$ cat config.mk
export PLATFORM = sky130hd
export DESIGN_NAME = count_timer
export DESIGN_NICKNAME = d
export VERILOG_FILES = /design/src/rtl/count_timer_pkg.sv /design/src/rtl/count_timer_cnt_slice.sv /design/src/rtl/count_timer.sv
export SDC_FILE = /design/constraint.sdc
export NUM_CORES = 1
export LEC_CHECK = 0
export CORE_MARGIN = 1.5
export CORE_UTILIZATION = 40
export DETAILED_ROUTE_END_ITERATION = 12
export PLACE_DENSITY_LB_ADDON = 0.25
export SKIP_CTS_REPAIR_TIMING = 1
export SLEW_MARGIN = 30
export SYNTH_ARGS = -nofsm -noshare
export SYNTH_HDL_FRONTEND = slang
export SYNTH_SLANG_ARGS = --single-unit
$ cat constraint.sdc
create_clock -name clk -period 2.7 [get_ports clk]
set_clock_uncertainty 0.1 [all_clocks]
set_input_delay 0.81 -clock clk [delete_from_list [all_inputs] [get_ports clk]]
set_output_delay 0.81 -clock clk [all_outputs]
set_load 0.01 [all_outputs]
$ cat src/rtl/count_timer_pkg.sv
// Shared definitions for the count_timer slice: FSM encodings, direction codes
// and the per-bit carry rule used by the chained counter slices.
package count_timer_pkg;

  typedef enum logic [1:0] {
    ST_IDLE = 2'd0,
    ST_RUN  = 2'd1,
    ST_DONE = 2'd2
  } state_t;

  localparam logic DIR_UP = 1'b1;
  localparam logic DIR_DN = 1'b0;

  // A bit passes the toggle on when it is 1 counting up or 0 counting down.
  function automatic logic slice_carry(input logic t_in, input logic q_bit, input logic inc);
    return t_in & (q_bit ~^ inc);
  endfunction

endpackage

$ cat src/rtl/count_timer_cnt_slice.sv
// One bit of the chained up/down counter: toggles on t_in, load wins over toggle,
// and forwards the toggle to the next more significant bit.
module cnt_slice
  import count_timer_pkg::*;
(
  input  logic clk,
  input  logic rst,
  input  logic t_in,
  input  logic inc,
  input  logic ld,
  input  logic ld_d,
  output logic t_out,
  output logic q
);

  logic q_r;

  // Bit storage: load has priority over toggling.
  always_ff @(posedge clk or posedge rst) begin
    if (rst) begin
      q_r <= 1'b0;
    end else if (ld) begin
      q_r <= ld_d;
    end else if (t_in) begin
      q_r <= ~q_r;
    end else begin
      q_r <= q_r;
    end
  end

  assign q     = q_r;
  assign t_out = slice_carry(t_in, q_r, inc);

endmodule

$ cat src/rtl/count_timer.sv
// Loadable up/down interval timer with one-cycle terminal-count pulse and
// optional auto-reload, built on a ripple chain of cnt_slice bits.
module count_timer
  import count_timer_pkg::*;
#(
  parameter int WIDTH       = 3,
  parameter int AUTO_RELOAD = 0
) (
  input  logic             clk,
  input  logic             rst,
  input  logic             load,
  input  logic [WIDTH-1:0] load_val,
  input  logic             start,
  input  logic             stop,
  input  logic             dir,
  output logic [WIDTH-1:0] q,
  output logic             busy,
  output logic             tc
);

  state_t           state_r;
  state_t           state_nxt_s;
  logic [WIDTH-1:0] rld_r;
  logic [WIDTH-1:0] rld_nxt_s;
  logic             busy_r;
  logic             tc_r;
  logic             tc_nxt_s;
  logic             ld_s;
  logic [WIDTH-1:0] ld_val_s;
  logic [WIDTH-1:0] q_s;
  logic             cnt_en_s;
  logic             at_term_s;
  logic [WIDTH:0]   t_chain_s;

  // A counting edge: running, not aborted and not overridden by a load.
  assign cnt_en_s     = (state_r == ST_RUN) & ~stop & ~load;
  assign t_chain_s[0] = cnt_en_s;

  // The carry out of the top bit is set exactly when every bit already sits at
  // the terminal value for the current direction, so it doubles as the
  // terminal compare. At terminal the FSM asserts ld, which masks the toggle.
  assign at_term_s = t_chain_s[WIDTH];

  for (genvar i = 0; i < WIDTH; i++) begin : g_slice
    cnt_slice u_slice (
      .clk   (clk),
      .rst   (rst),
      .t_in  (t_chain_s[i]),
      .inc   (dir),
      .ld    (ld_s),
      .ld_d  (ld_val_s[i]),
      .t_out (t_chain_s[i+1]),
      .q     (q_s[i])
    );
  end

  // Next-state, load control and terminal pulse decode; stop > load > start > count.
  always_comb begin
    state_nxt_s = state_r;
    rld_nxt_s   = rld_r;
    tc_nxt_s    = 1'b0;
    ld_s        = 1'b0;
    ld_val_s    = load_val;
    case (state_r)
      ST_IDLE: begin
        if (stop) begin
          state_nxt_s = ST_IDLE;
        end else if (load) begin
          ld_s      = 1'b1;
          rld_nxt_s = load_val;
        end else if (start) begin
          state_nxt_s = ST_RUN;
        end else begin
          state_nxt_s = ST_IDLE;
        end
      end
      ST_RUN: begin
        if (stop) begin
          state_nxt_s = ST_IDLE;
        end else if (load) begin
          ld_s      = 1'b1;
          rld_nxt_s = load_val;
        end else if (at_term_s) begin
          tc_nxt_s = 1'b1;
          ld_s     = 1'b1;
          if (AUTO_RELOAD != 0) begin
            ld_val_s = rld_r;
          end else begin
            ld_val_s    = q_s;
            state_nxt_s = ST_DONE;
          end
        end else begin
          state_nxt_s = ST_RUN;
        end
      end
      ST_DONE: begin
        if (stop) begin
          state_nxt_s = ST_IDLE;
        end else if (load) begin
          ld_s        = 1'b1;
          rld_nxt_s   = load_val;
          state_nxt_s = ST_IDLE;
        end else if (start) begin
          ld_s        = 1'b1;
          ld_val_s    = rld_r;
          state_nxt_s = ST_RUN;
        end else begin
          state_nxt_s = ST_DONE;
        end
      end
      default: begin
        state_nxt_s = ST_IDLE;
      end
    endcase
  end

  // Control registers; busy is registered from the next state so it equals state==RUN.
  always_ff @(posedge clk or posedge rst) begin
    if (rst) begin
      state_r <= ST_IDLE;
      rld_r   <= {WIDTH{1'b0}};
      busy_r  <= 1'b0;
      tc_r    <= 1'b0;
    end else begin
      state_r <= state_nxt_s;
      rld_r   <= rld_nxt_s;
      busy_r  <= (state_nxt_s == ST_RUN);
      tc_r    <= tc_nxt_s;
    end
  end

  assign q    = q_s;
  assign busy = busy_r;
  assign tc   = tc_r;

endmodule

==> results.yml, run 1 <==
grt:
  grt.overflow.total: 0
  global_route.usage.total_pct: 15.5
  antenna_violations_before_repair: 0
  pin_count_of_the_biggest_net_entering_global_routing: 11
  vias_in_the_first_global_route: 460
  grt_pass1_wl_um: 2000
detailed_routing:
  routed_wl_um: 1170
  firstDrtPassIters: 3
  remaining_drc_errors: 0
  viasPerCell: 5.46
  drt-wirelength-per-cell_um: 12.8
  postRouteAntennaNets: 0
  detailedRoute.firstIterationViolations: 12
  vias: 497
power_and_ir_drop:
  powerDensity_mw_per_mm2: 511
  power.static_leakage_nw: 0.319
  p_total_uw: 394
  ir_drop_v: 0.000291
sta:
  fin_tns_setup_ps: 0
  slew-limit-headroom_pct: 72.7
  min_period_over_period_pct: 86.7
  finalHoldViolations: 0
  maxClockFrequency_mhz: 427
  finalSetupViolCount: 0
  tmin_final_ps: 2340
  finalMaxSlewViolations: 0
  setup_slack_ps: 359
  timing_worst_slew_pin_value_ps: 406
  grt_setup_unrepaired: "no"
worst_setup_path:
  timing.critical_path.buf_inv: 1
  cell_count_along_the_critical_path: 6
  arrival_ps: 2400
  crit_path_end: "g_slice[1].u_slice.q"
  worst_r2r_endpoint: "g_slice[1].u_slice.q"
  slowest_delay_ps: 520
  critical_path.reg2reg.startpoint: "g_slice[1].u_slice.q"
  rrSetupSlack_ps: 940
  worst_path_dominant_cell_family: "buffers and inverters"
  timing.critical_path.cells: "clkdlybuf4s50_1 > nor2_1 > nand4b_1 > mux2_1 > o32a_1 > o211a_1"
  cp_max_fo: 8
  cp_slowest_cell: "clkdlybuf4s50_1"
  critPathRequiredTime_ps: 2760
  critical_path_class: "in2reg"
  startpoint_type: "input port"
  ff2ff_path_depth: 5
  setup.worst_path.start: "load"
  setup.worst_path.end_class: "register"
cts:
  cts_made_buffers: 3
  cts.reportedPaths.clkPinSlew_ps: 60
  h_tree_depth: 1
  clock-root-buffer: "clkbuf_4"
  cts_tree: "done"
  cts-root-to-sink-buffers: 2
  clkLatencyLatePin_ps: 270
  cts_sinks: 10
final_layout:
  final_layout_size_suffix_gt1_share_pct: 18.4
  top_library_cells_by_usage_in_the_layout_fill_and_taps_aside: "clkdlybuf4s50_1, dfrtp_1, nor2_1"
  diodes: 0
  finalNonFillerCells: 91
  finish.net_count: 87
  syn_to_final_growth_pct: 25.5
  layout.cells.most_common: "clkdlybuf4s50_1"
logic_synthesis:
  ys.flop_type: "dfrtp_1"
  synth_cells: 62
  number_of_warnings_reported_in_the_yosys_synthesis_log: 0
  xor_xnor_cell_area_share_of_the_yosys_netlist_pct: 1.43
  synth_top_family_by_area: "simple AND/OR/NAND/NOR gates"
  synth_async_sr_flop_share_pct: 100
  total_of_flip_flops_plus_latches_after_synthesis: 10
  seq_area_frac_synth_pct: 40.7
  mean_area_per_synthesized_cell_sq_um: 9.91
  synthesized_area_fraction_occupied_by_ao_oa_aoi_and_oai_cells_pct: 16.3
  synth_cell_type_count: 32
  yosys.area_share.simple_pct: 26.1
  synth-adder-area-share_pct: 0
  synth_enable_flop_cells: 0
  synth.cell_area_sq_um: 614
  synth.area.mux_share_pct: 10.6
  synth_fp_nets: 71
run:
  max_cap_viol_count: 0
place:
  place_hpwl_um: 868
  place_inst: 88
  io_buffers: 13
  finalWeightedCongestion: 0.829
  pre_cts_slack_ps: 80.0
outcome:
  status: "finished, final reports clean"
floorplanning:
  fp-row-count: 13
  die_h_um: 42.2
  boundaryPins: 14
  floorplan.initialDensity_pct: 45.0
  core-area_sq_mm: 0.00137
  horizontal_extent_of_the_die_um: 42.2
  fp.dieArea_sq_mm: 0.00178
min_path:
  hold_path.class: "reg2reg"
cells by family after synthesis:
| kind of cell | after synthesis |
|---|---|
| AO/OA/AOI/OAI | 14 |
| buffers and inverters | 5 |
| AND/OR/NAND/NOR | 26 |
| XOR/XNOR | 1 |
| flip-flops | 10 |
| multiplexers | 6 |
where the power goes:
part / total, mW / leakage [nW] / switching, mW / internal [mW]
clock network: 0.101 / 0.0138 / 0.0499 / 0.0515
logic: 0.102 / 0.180 / 0.0425 / 0.0596
registers: 0.190 / 0.125 / 0.0222 / 0.168
total: 0.394 / 0.319 / 0.115 / 0.279
worst min-delay path by stage:
stage              from  depth (start not counted)  endpoint  slack (ps)
2_1_floorplan  rld_r[1]                          1  rld_r[1]         370
3_3_place_gp   rld_r[0]                          1  rld_r[0]         390
3_5_place_dp   rld_r[1]                          1  rld_r[1]         390
4_1_cts        rld_r[1]                          1  rld_r[1]         400
5_1_grt        rld_r[2]                          1  rld_r[2]         420
6_report       rld_r[1]                          1  rld_r[1]         400
sequential cells by signal, indices dropped and copies added (netlist names):
register / flops
g_slice.u_slice.q: 3
tc: 1
rld_r: 3
busy: 1
state_r: 2
cell type report:
class                      instances  area, sq um
multi-input combinational         47          334
inverter                           2         7.51
sequential                        10          250
tap                               15         18.8
timing repair buffer              14          138
clock buffer                       3         22.5
fill                             129          596
routing by layer:
| layer | routed length [um] | global-route usage, % | vias up |
|---|---|---|---|
| met3 | 65 | 9.05 | 2 |
| met5 | 0 | 0 | - |
| met1 | 549 | 20.1 | 228 |
| met4 | 12 | 8.13 | 0 |
| met2 | 541 | 20.0 | 12 |
| li1 | - | - | 255 |
synthesized netlist by cell type, types with 2 or more instances:
master    instances  area share (%)
nor2_1            6             3.7
mux2_2            3             5.5
inv_1             2             1.2
nand4b_1          2             2.9
o21ai_0           2             1.6
dfrtp_1          10              41
nand2_1           5             3.1
a21oi_1           3             2.4
buf_4             3             3.7
mux2i_1           2             3.3
nor3_1            3             2.4
per-stage QoR:
| stage | utilization [%] | hold WS [ps] | instance area, sq um |
|---|---|---|---|
| floorplan | - | 372 | 614 |
| global route | 56.4 | 416 | 771 |
| global placement | 54.8 | 385 | 748 |
| finish | 56.4 | 398 | 771 |
| CTS | 56.4 | 404 | 771 |
| detailed placement | 54.8 | 391 | 748 |
Power figures use the tool's default switching activity.
==> run 2, diff against run 1 <==
- ABC_CLOCK_PERIOD_IN_PS: default -> 2700
==> results of run 2 <==
Same layout as run 1: the final DEF is identical, and so are final timing and power.
